--- src/rtl/span_writer.sv ---
// Span rasteriser and line clearer feeding the double-buffered line store.
// Optional feature macro: SPAN_CLIP_EN clamps span ends to LINE_WIDTH.
module span_writer #(
    parameter int unsigned LINE_WIDTH   = 640,
    parameter logic [8:0]  CLEAR_COLOUR = 9'h000
) (
    input  logic        clk_draw,
    input  logic        rst_draw,
    input  logic        line_start,
    input  logic        span_valid,
    output logic        span_ready,
    input  logic [11:0] span_x,
    input  logic [11:0] span_len,
    input  logic [8:0]  span_colour,
    output logic        span_busy,
    output logic        clear_busy,
    output logic [8:0]  addr_on_draw,
    output logic        we_on_draw,
    output logic [71:0] colour_on_draw,
    output logic [8:0]  addr_off_draw,
    output logic [7:0]  we_off_draw,
    output logic [71:0] colour_off_draw
);

    localparam logic [8:0] LastClrAddr = 9'(LINE_WIDTH / 8 - 1);
`ifdef SPAN_CLIP_EN
    localparam logic [12:0] LineEnd = 13'(LINE_WIDTH);
`endif

    typedef enum logic {StIdle, StRun} span_state_e;

    span_state_e state_q;
    logic [12:0] cur_x_q;
    logic [12:0] end_x_q;
    logic [8:0]  colour_q;

    logic        accept;
    logic [12:0] sum;
    logic [12:0] acc_end;
    logic        more;
    logic        src_ok;
    logic [11:0] src_x;
    logic [12:0] src_end;
    logic [8:0]  src_col;
    logic [8:0]  word;
    logic [12:0] base;
    logic [12:0] next_x;
    logic        last;
    logic [7:0]  mask;

    assign accept = span_valid && span_ready;
    assign sum    = {1'b0, span_x} + {1'b0, span_len};
    assign more   = (state_q == StRun) && (cur_x_q < end_x_q) && !line_start;

    always_comb begin
        acc_end = (sum > 13'd4096) ? 13'd4096 : sum;
`ifdef SPAN_CLIP_EN
        if (acc_end > LineEnd) acc_end = LineEnd;
`endif
    end

    // Select the word to emit next: a freshly accepted command wins over continuation.
    always_comb begin
        src_ok  = 1'b0;
        src_x   = 12'd0;
        src_end = 13'd0;
        src_col = 9'd0;
        if (accept) begin
            src_x   = span_x;
            src_end = acc_end;
            src_col = span_colour;
            src_ok  = acc_end > {1'b0, span_x};
        end else if (more) begin
            src_x   = cur_x_q[11:0];
            src_end = end_x_q;
            src_col = colour_q;
            src_ok  = 1'b1;
        end
    end

    always_comb begin
        word   = src_x[11:3];
        base   = {1'b0, word, 3'b000};
        next_x = base + 13'd8;
        last   = next_x >= src_end;
        mask   = 8'd0;
        for (int i = 0; i < 8; i++) begin
            mask[i] = ((base + 13'(i)) >= {1'b0, src_x}) && ((base + 13'(i)) < src_end);
        end
    end

    always_ff @(posedge clk_draw) begin
        if (rst_draw) begin
            state_q         <= StIdle;
            cur_x_q         <= 13'd0;
            end_x_q         <= 13'd0;
            colour_q        <= 9'd0;
            span_ready      <= 1'b0;
            addr_off_draw   <= 9'd0;
            we_off_draw     <= 8'd0;
            colour_off_draw <= 72'd0;
        end else if (src_ok) begin
            state_q         <= StRun;
            cur_x_q         <= next_x;
            end_x_q         <= src_end;
            colour_q        <= src_col;
            span_ready      <= last;
            addr_off_draw   <= word;
            we_off_draw     <= mask;
            colour_off_draw <= {8{src_col}};
        end else begin
            state_q     <= StIdle;
            span_ready  <= 1'b1;
            we_off_draw <= 8'd0;
        end
    end

    assign span_busy = (state_q == StRun);

    always_ff @(posedge clk_draw) begin
        if (rst_draw) begin
            we_on_draw   <= 1'b0;
            addr_on_draw <= 9'd0;
        end else if (line_start) begin
            we_on_draw   <= 1'b1;
            addr_on_draw <= 9'd0;
        end else if (we_on_draw) begin
            if (addr_on_draw == LastClrAddr) begin
                we_on_draw <= 1'b0;
            end else begin
                addr_on_draw <= addr_on_draw + 9'd1;
            end
        end
    end

    assign clear_busy     = we_on_draw;
    assign colour_on_draw = {8{CLEAR_COLOUR}};

endmodule

--- config.mk ---
export PLATFORM = sky130hd
export DESIGN_NAME = span_writer
export DESIGN_NICKNAME = d
export VERILOG_FILES = /design/src/rtl/span_writer.sv
export SDC_FILE = /design/constraint.sdc
export NUM_CORES = 1
export LEC_CHECK = 0
export BUFFER_PORTS_ARGS = -buffer_cell sky130_fd_sc_hd__buf_2
export CAP_MARGIN = 20
export CORE_MARGIN = 2
export CORE_UTILIZATION = 51
export CTS_CLUSTER_SIZE = 20
export DETAILED_ROUTE_END_ITERATION = 10
export GPL_TIMING_DRIVEN = 0
export HOLD_SLACK_MARGIN = 0.05
export PLACE_DENSITY = 0.85
export SLEW_MARGIN = 25
export SYNTH_ARGS = -nofsm -noshare
export SYNTH_HDL_FRONTEND = slang
export SYNTH_SLANG_ARGS = --single-unit
export TNS_END_PERCENT = 1
--- constraint.sdc ---
create_clock -name clk_draw -period 6.8 [get_ports clk_draw]
set_input_delay 1.36 -clock clk_draw [delete_from_list [all_inputs] [get_ports clk_draw]]
set_output_delay 1.36 -clock clk_draw [all_outputs]
set_load 0.02 [all_outputs]
* After elaboration in Yosys (flattened, before gate mapping)
Index checks and enable logic that the tools add are counted.
Operators by class: mux-type cells 14, bitwise gates (word level) 2, add/subtract/negate cells 10, reduce and logical (&&, ||, !) cells 15, equal/unequal tests 1, $lt $le $gt $ge 20
Operators with widths (count):
- $lt A13 B13 Y1 | 8
- $ge A13 B12 Y1 | 7
- $add A12 B3 Y13 const B | 4
- $mux W13 | 3
- $add A12 B2 Y13 const B | 2
- $mux W12 | 2
- $mux W9 | 2
- $add A12 B1 Y13 const B | 1
- $add A12 B12 Y13 | 1
- $add A12 B4 Y13 const B | 1
- $ge A13 B13 Y1 | 1
- $gt A13 B12 Y1 | 1
- $gt A13 B13 Y1 const B | 1
- $lt A12 B13 Y1 | 1
- $ge A12 B12 Y1 | 1
- $logic_and A1 B1 Y1 | 11
- $add A9 B1 Y9 const B | 1
- $eq A9 B7 Y1 const B | 1
- $mux W1 | 7
- $reduce_or A2 Y1 | 2
- $not A1 Y1 | 2
- $reduce_and A2 Y1 | 1
- $logic_not A1 Y1 | 1
Storage, ports and cells: input bits 37, flip-flop bits (word level) 136, word-level logic and storage cells 72

* Logic depth before layout (Yosys ltp)
Gate-level depths: netlist of the first run.
depth in word-level cells 8, gate-level depth with buffers 24

* Worst setup path before layout of the first run
Ideal clock, no wire load.
path type input-to-reg, start input span_x[0], end register we_off_draw[6], library setup time 0.115 ns, slack 1.370 ns, stages 20, buffers on the path 0, arrival time 5.315 ns, path through ha_1 -> inv_1 -> fa_1 -> nor2b_1 -> o2111ai_1 -> a21oi_1 -> a311oi_1 -> a211oi_1 -> nor4b_2 -> a21o_1 -> a22oi_1 -> ha_1 -> a21o_1 -> a211oi_1 -> o21bai_1 -> a21o_1 -> a21oi_1 -> nor2_1 -> or3_1 -> a2111oi_0
Between the ends: longest elaborated chain between the ends 7, elaborated cells between the ends (all ways) 12
RTL lines:
- from (decl) | line 12 | input logic [11:0] span_x,
- $add A12 B12 Y13 | line 52 | assign sum = {1'b0, span_x} + {1'b0, span_len};
- $gt A13 B13 Y1 | line 56 | acc_end = (sum > 13'd4096) ? 13'd4096 : sum;
- $mux W13 | line 56
- $gt A13 B12 Y1 | line 72 | src_ok = acc_end > {1'b0, span_x};
- $mux W1 | line 68 | if (accept) begin
- $not A1 Y1 (no line)
- $reduce_or A2 Y1 (no line)
- to (signal assigned) | line 109 | we_off_draw <= mask;
- to (decl) | line 21 | output logic [7:0] we_off_draw,
Several ways; a longest one is shown, not always the timed one. A chain may end at the register's enable or synchronous reset.

* Final worst setup path of the first run
Ends and elaborated chain as after synthesis.

==> reports/results.txt, run 1 <==
crit start category - input pin
count of cell types in the netlist - 69
Buffers & Inverters on Critical Path - 2
CP peak stage delay - 430 ps
DR vias - 5079
grt ovf - 0
TritonCTS clock tree - yes
vias in the first global route - 4487
Max Slew Vio Count - 0
RSZ-0062 raised after global routing - false
Async SR Flop Fraction - 0%
Post-Layout Inst Area - 0.00689 sq mm
Std-Cell Rows - 37
Worst path slowest cell - a211oi_1
detailed placer's ending HPWL - 11100 um
Die Width - 108 um
Synth Instances - 665
Worst Tran Pin Value - 594 ps
core footprint - 0.0104 sq mm
Area Overhead vs Synth - 24.9%
root buf cell - clkbuf_8
Critical Path, Cell by Cell - buf_2 -> ha_1 -> inv_1 -> fa_1 -> nor2b_1 -> o2111ai_1 -> a21oi_1 -> a311oi_1 -> a211oi_1 -> nor4b_2 -> a21o_1 -> a22oi_1 -> ha_1 -> a21o_1 -> a211oi_1 -> o21bai_1 -> a21o_1 -> a21oi_1 -> nor2_1 -> or3_1 -> a2111oi_0
Max Fclk - 161 MHz
H-tree depth - 3
post-CTS setup buffers - 0
Final Power - 0.00135 W
Data arrival, critical path - 6400 ps
most frequent CP cell - a21o_1
global-route wire length before repair - 21500 um
global-route usage over all layers - 22.7%
DR WL/cell - 13.3 um
Routability Congestion - 0.963
Die ar. - 0.0117 sq mm
DRT Wirelength - 13700 um
nets - 977
# resized after CTS - 0
initial core utilization - 52.9%
Sink Count - 61
commonest cells after routing, fill and taps aside - buf_2, buf_4, conb_1, nor2_1, dfxtp_1
Post-synth EDFFs - 0
Reg clk slew, reported paths - 70 ps
Yosys reg bits - 61
boundary pin count - 211
ys flop type - dfxtp_1
IO buf count - 138
status - finished clean
final clock period utilization by the worst path - 91.1%
pwr dens - 196 mW/mm^2
layout cells sized above 1 - 36.0%
VDD IR max - 0.0000936 V
CTS buffer count - 9
antenna violations before repair - 0
CP Capture Type - flop
Lkg Pwr - 3.79 nW
First DRT Iteration DRCs - 390
drt via density - 4.95
HP Class - flop to flop
Min Clock Period, post-route - 6190 ps
n_diodes - 0
Post-CTS Hold Buffers - 0
Hold Violations, Final - 0
most common cell after layout, fill and taps aside - buf_2
syn_area_per_cell - 8.29 sq um
DRT Pass-1 Iters - 5
Antenna Nets Post-Route - 0
CTS Buffer Depth - 2
critical path's top delay family - compound AO/OA/AOI/OAI gates
Max-slew headroom - 60.0%
DP Area - 0.00664 sq mm
Crit Path Max Fanout - 7
fillers - 891
drt drc - 0
sequential fraction of the synthesis area - 22.1%
# setup viols final - 0
Die Height - 108 um
mapped cell area - 0.00551 sq mm
largest net degree at the start of global routing - 11
Worst Path Class, Setup - input pin to flop
setup_tns - 0 ps
clock latency on the worst-skew pair - 340 ps
synth warn - 0
Final Skew - 10.9 ps
Worst Path Required - 7010 ps
Max Cap Viol - 0
report_power, final:
group	switching, W	internal [W]
clock network	0.000144	0.000246
logic	0.000327	0.000228
registers	0.0000214	0.000380
total	0.000492	0.000855
per-layer routing:
layer	part of all wire, %	global-route usage (%)
met5	0	0
met4	2.0	7.33
met3	7.0	3.32
met2	49	39.6
met1	42	28.9
stage by stage:
stage,hold slack (ps),std cells,util (%),worst slack [ps]
floorplan,464,736,-,1370
global placement,475,1010,63.8,427
detailed placement,481,1010,63.8,393
CTS,499,1026,66.1,698
global route,523,1026,66.1,134
finish,495,1026,66.1,607
final timing paths:
kind                     from          endpoint  slack [ps]  cells after the start
max reg2reg        end_x_q[3]    we_off_draw[6]        1740                     18
min reg2reg  addr_off_draw[1]  addr_off_draw[1]         500                      2
max                 span_x[0]    we_off_draw[6]         610                     21
min          addr_off_draw[1]  addr_off_draw[1]         500                      2
registers in the layout, indices dropped and copies added, names as in the netlist:
| name | cells |
|---|---|
| clear_busy | 1 |
| end_x_q | 13 |
| colour_off_draw | 9 |
| addr_off_draw | 9 |
| span_ready | 1 |
| addr_on_draw | 9 |
| span_busy | 1 |
| we_off_draw | 8 |
| cur_x_q | 10 |
worst register-to-register path: stages, from the launching register on:
cell and delay (ps):
dfxtp_1 360, inv_1 50, ha_1 260, or4b_1 480, a211oi_2 220, o2111ai_2 250, and2_4 260, buf_2 210
clkbuf_1 270, a22oi_1 390, ha_1 310, a21o_1 170, a211oi_1 260, o21bai_1 120, a21o_1 190, a21oi_1 260
nor2_1 90, or3_1 380, a2111oi_0 400
cell type report:
type,count,area [sq um],area share [%]
Sequential cell,61,1220,17.7
Inverter,37,139,2.02
Tap cell,136,170,2.47
Multi-Input combinational cell,478,3290,47.8
Buffer,160,1130,16.4
Timing Repair Buffer,138,691,10.0
Clock inverter,3,65.1,0.945
Clock buffer,13,179,2.60
Yosys cell counts, drive strengths merged, types with 14 or more instances:
cell type	number	area (sq um)
o21ai	14	70.1
nand2	20	75.1
ha	54	676
buf	145	1070
a22oi	15	128
a21oi	23	115
nor2	70	263
dfxtp	61	1220
inv	37	139
mux2i	23	230
a21o	17	128
clkbuf	15	56.3
xor2	14	123
a211oi	17	138
kinds of logic (layout without fill, tap and decap cells):
logic type	Yosys count	count (layout)	synth area share [%]
AO/OA/AOI/OAI	141	141	19.2
XOR/XNOR	24	24	4.06
adder cells (fa/ha/maj)	55	55	12.6
buffers and inverters	197	351	22.9
flip-flops	61	61	22.1
multiplexers	23	23	4.18
other	1	72	0.0680
AND/OR/NAND/NOR	163	163	14.8
Power figures use the tool's default switching activity.
==> inputs of run 2 (changes only) <==
--- a/config.mk
+++ b/config.mk
@@ -5,10 +5,11 @@
 export SDC_FILE = /design/constraint.sdc
 export NUM_CORES = 1
 export LEC_CHECK = 0
+export ABC_AREA = 1
 export BUFFER_PORTS_ARGS = -buffer_cell sky130_fd_sc_hd__buf_2
 export CAP_MARGIN = 20
 export CORE_MARGIN = 2
-export CORE_UTILIZATION = 51
+export CORE_UTILIZATION = 52
 export CTS_CLUSTER_SIZE = 20
 export DETAILED_ROUTE_END_ITERATION = 10
 export GPL_TIMING_DRIVEN = 0
==> reports/results.txt, run 2 <==
Die Height - 111 um (+2.9%)
CTS buffer count - 9 (unchanged)
clock latency on the worst-skew pair - 330 ps (about the same)
Area Overhead vs Synth - 24.3%
Post-CTS Hold Buffers - 0 (unchanged)
final clock period utilization by the worst path - 81.1% (-9.9 points)
syn_area_per_cell - 6.57 sq um (-21%)
Synth area leader - dfxtp_1
Largest regs - end_x_q (13), cur_x_q (10)
Antenna Nets Post-Route - 0 (unchanged)
most frequent cell after synthesis - nand2_1
Synth area leaders - dfxtp_1, buf_4, nand2_1
ys flop type - dfxtp_1
VDD IR max - 0.000128 V (+37%)
nets - 1220 (+25%)
Max Slew Vio Count - 0 (unchanged)
CP Capture Type - flop
Async SR Flop Fraction - 0% (unchanged)
Max Cap Viol - 0 (unchanged)
Hold Violations, Final - 0 (unchanged)
Crit Path Max Fanout - 9 (+2)
synth warn - 0 (unchanged)
Buffers & Inverters on Critical Path - 6 (+4)
drt drc - 0 (unchanged)
pwr dens - 201 mW/mm^2 (+2.8%)
Worst path slowest cell - fa_1
DR vias - 6057 (+19%)
RSZ-0062 raised after global routing - false
Sink Count - 61 (unchanged)
Die Width - 111 um (+2.9%)
First DRT Iteration DRCs - 404 (+3.6%)
status - finished clean
fillers - 1033 (+16%)
core footprint - 0.0113 sq mm (+8.7%)
Worst Tran Pin Value - 563 ps (-31.0 ps)
global-route usage over all layers - 23.9% (+1.2 points)
HP Class - flop to flop
Post-synth EDFFs - 0 (unchanged)
area of the multi-input gates - 0.00344 sq mm (+4.3%)
drt via density - 4.75 (-4.0%)
DRT Pass-1 Iters - 5 (unchanged)
fin cells - 1275 (+24%)
initial core utilization - 52.7% (-0.24 points)
Final Skew - 4.79 ps (-6.09 ps)
Min Clock Period, post-route - 5520 ps (-675 ps)
CTS Buffer Depth - 2 (unchanged)
DRT Wirelength - 15100 um (+10%)
grt ovf - 0 (unchanged)
n_diodes - 0 (unchanged)
IO buf count - 138 (unchanged)
register area - 0.00122 sq mm (unchanged)
synth cell count leaders - nand2_1, buf_4, inv_1
antenna violations before repair - 0 (unchanged)
Max Fclk - 181 MHz (+12%)
DR WL/cell - 11.8 um (-11%)
Largest register FFs - 13 (unchanged)
most common cell after layout, fill and taps aside - nand2_1
root buf cell - clkbuf_16
Worst Path Class, Setup - input pin to flop
Max-slew headroom - 62.4% (+2.4 points)
Data arrival, critical path - 5730 ps (-670 ps)
commonest cells after routing, fill and taps aside - nand2_1, buf_2, buf_4, inv_1, nor2_1
pre-CTS WS - 1130 ps (+740 ps)
Lkg Pwr - 4.43 nW (+17%)
Synth Instances - 908 (+37%)
Worst Path Required - 7010 ps (about the same)
# resized after CTS - 0 (unchanged)
Largest Register - end_x_q
TritonCTS clock tree - yes
# setup viols final - 0 (unchanged)
Routability Congestion - 0.916 (-4.9%)
Die ar. - 0.0123 sq mm (+5.9%)
crit start category - input pin
mapped cell area - 0.00597 sq mm (+8.2%)
Reg clk slew, reported paths - 50 ps (-20 ps)
CP peak stage delay - 510 ps (+80 ps)
global-route wire length before repair - 24800 um (+15%)
placed cells - 1260 (+25%)
layout cells sized above 1 - 30.0% (-5.9 points)
largest net degree at the start of global routing - 11 (unchanged)
Std-Cell Rows - 39 (+5.4%)
H-tree depth - 3 (unchanged)
boundary pin count - 211 (unchanged)
sequential fraction of the synthesis area - 20.5% (-1.7 points)
detailed placer's ending HPWL - 12000 um (+8.2%)
critical path's top delay family - simple AND/OR/NAND/NOR gates
post-CTS setup buffers - 0 (unchanged)
share of the synthesized area in the top cell type - 20.5% (-1.7 points)
setup_tns - 0 ps (unchanged)
Final WS setup - 1280 ps (+675 ps)
Yosys reg bits - 61 (unchanged)
count of cell types in the netlist - 42 (-39%)
vias in the first global route - 5372 (+20%)
## run 2: cell count changes after synthesis, sizes merged, moves of 11 or more
| cell | delta |
|---|---|
| mux2i | -23 |
| clkbuf | -11 |
| xor2 | -12 |
| a21o | -17 |
| a22oi | -11 |
| nor2 | +51 |
| nand2 | +196 |
| nand3 | +52 |
| inv | +75 |
| a21oi | +21 |
| a211oi | -14 |
## run 2: where the power goes
part | switching (W) | internal [W] | total [W]
sequential | 0.0000216 | 0.000389 | 0.000410
combinational | 0.000363 | 0.000228 | 0.000592
clock | 0.000161 | 0.000328 | 0.000489
total | 0.000546 | 0.000945 | 0.00149
## run 2: per-stage QoR
step                      utilization, %  cell area [sq um]  hold slack, ps  power (W)
after floorplan                        -               6230             482   0.000867
after global placement              62.7               7100             463   0.000983
after detailed placement            62.7               7100             471   0.000994
after CTS                           65.5               7420             486    0.00149
after global routing                65.5               7420             528    0.00158
final                               65.5               7420             483    0.00149
## run 2: layout make-up
type,count,area share [%]
plain buffers,152,15.4
clock buffers,11,3.27
clock inverters,4,0.978
inverters,114,5.87
multi-input cells,652,46.3
flip-flops and latches,61,16.5
well taps,143,2.41
repair buffers,138,9.31
## run 2: worst paths after layout
kind | endpoint | cells after the start | start | slack (ps)
worst max-delay path | we_off_draw[1] | 26 | span_x[0] | 1280
worst min-delay path | addr_off_draw[6] | 2 | addr_off_draw[6] | 480
worst max register to register | span_ready | 22 | cur_x_q[8] | 2200
worst min register to register | addr_off_draw[6] | 2 | addr_off_draw[6] | 480
## run 2: cell families (layout without fill, tap and decap cells)
kind of cell    Yosys count  count (layout)  synth area share (%)
flops                    61              61                  20.5
fa+ha+maj                55              55                  11.7
simple gates            437             437                  32.5
xor+xnor                  3               3                 0.441
other cells               1              72                0.0629
buf+inv                 266             419                  26.4
compound gates           85              85                  8.47
## run 2: worst reg2reg max path, cell delays in order, from the launching register on
cell and delay, ps:
dfxtp_1 420, ha_1 300, a21oi_1 210, o21ai_0 160, nand2_1 80, nand3_1 70
nor2_1 150, nand3_2 210, inv_1 300, a22oi_1 240, inv_1 280, ha_1 290
nand2_1 70, nor2_1 310, xor2_1 280, ha_1 280, nand2_1 90, nor2_1 50
a211oi_1 220, o221a_2 250, nand2_1 70, nor2_2 90, nor2_1 40
## run 2: layer usage
layer / share of wire [%] / GRT usage [%] / vias to the layer above
met4: 1.2 / 4.77 / 0
met3: 7.8 / 4.21 / 19
met2: 50 / 44.7 / 265
met1: 41 / 28.7 / 2662
li1: - / - / 3111
met5: 0 / 0 / -
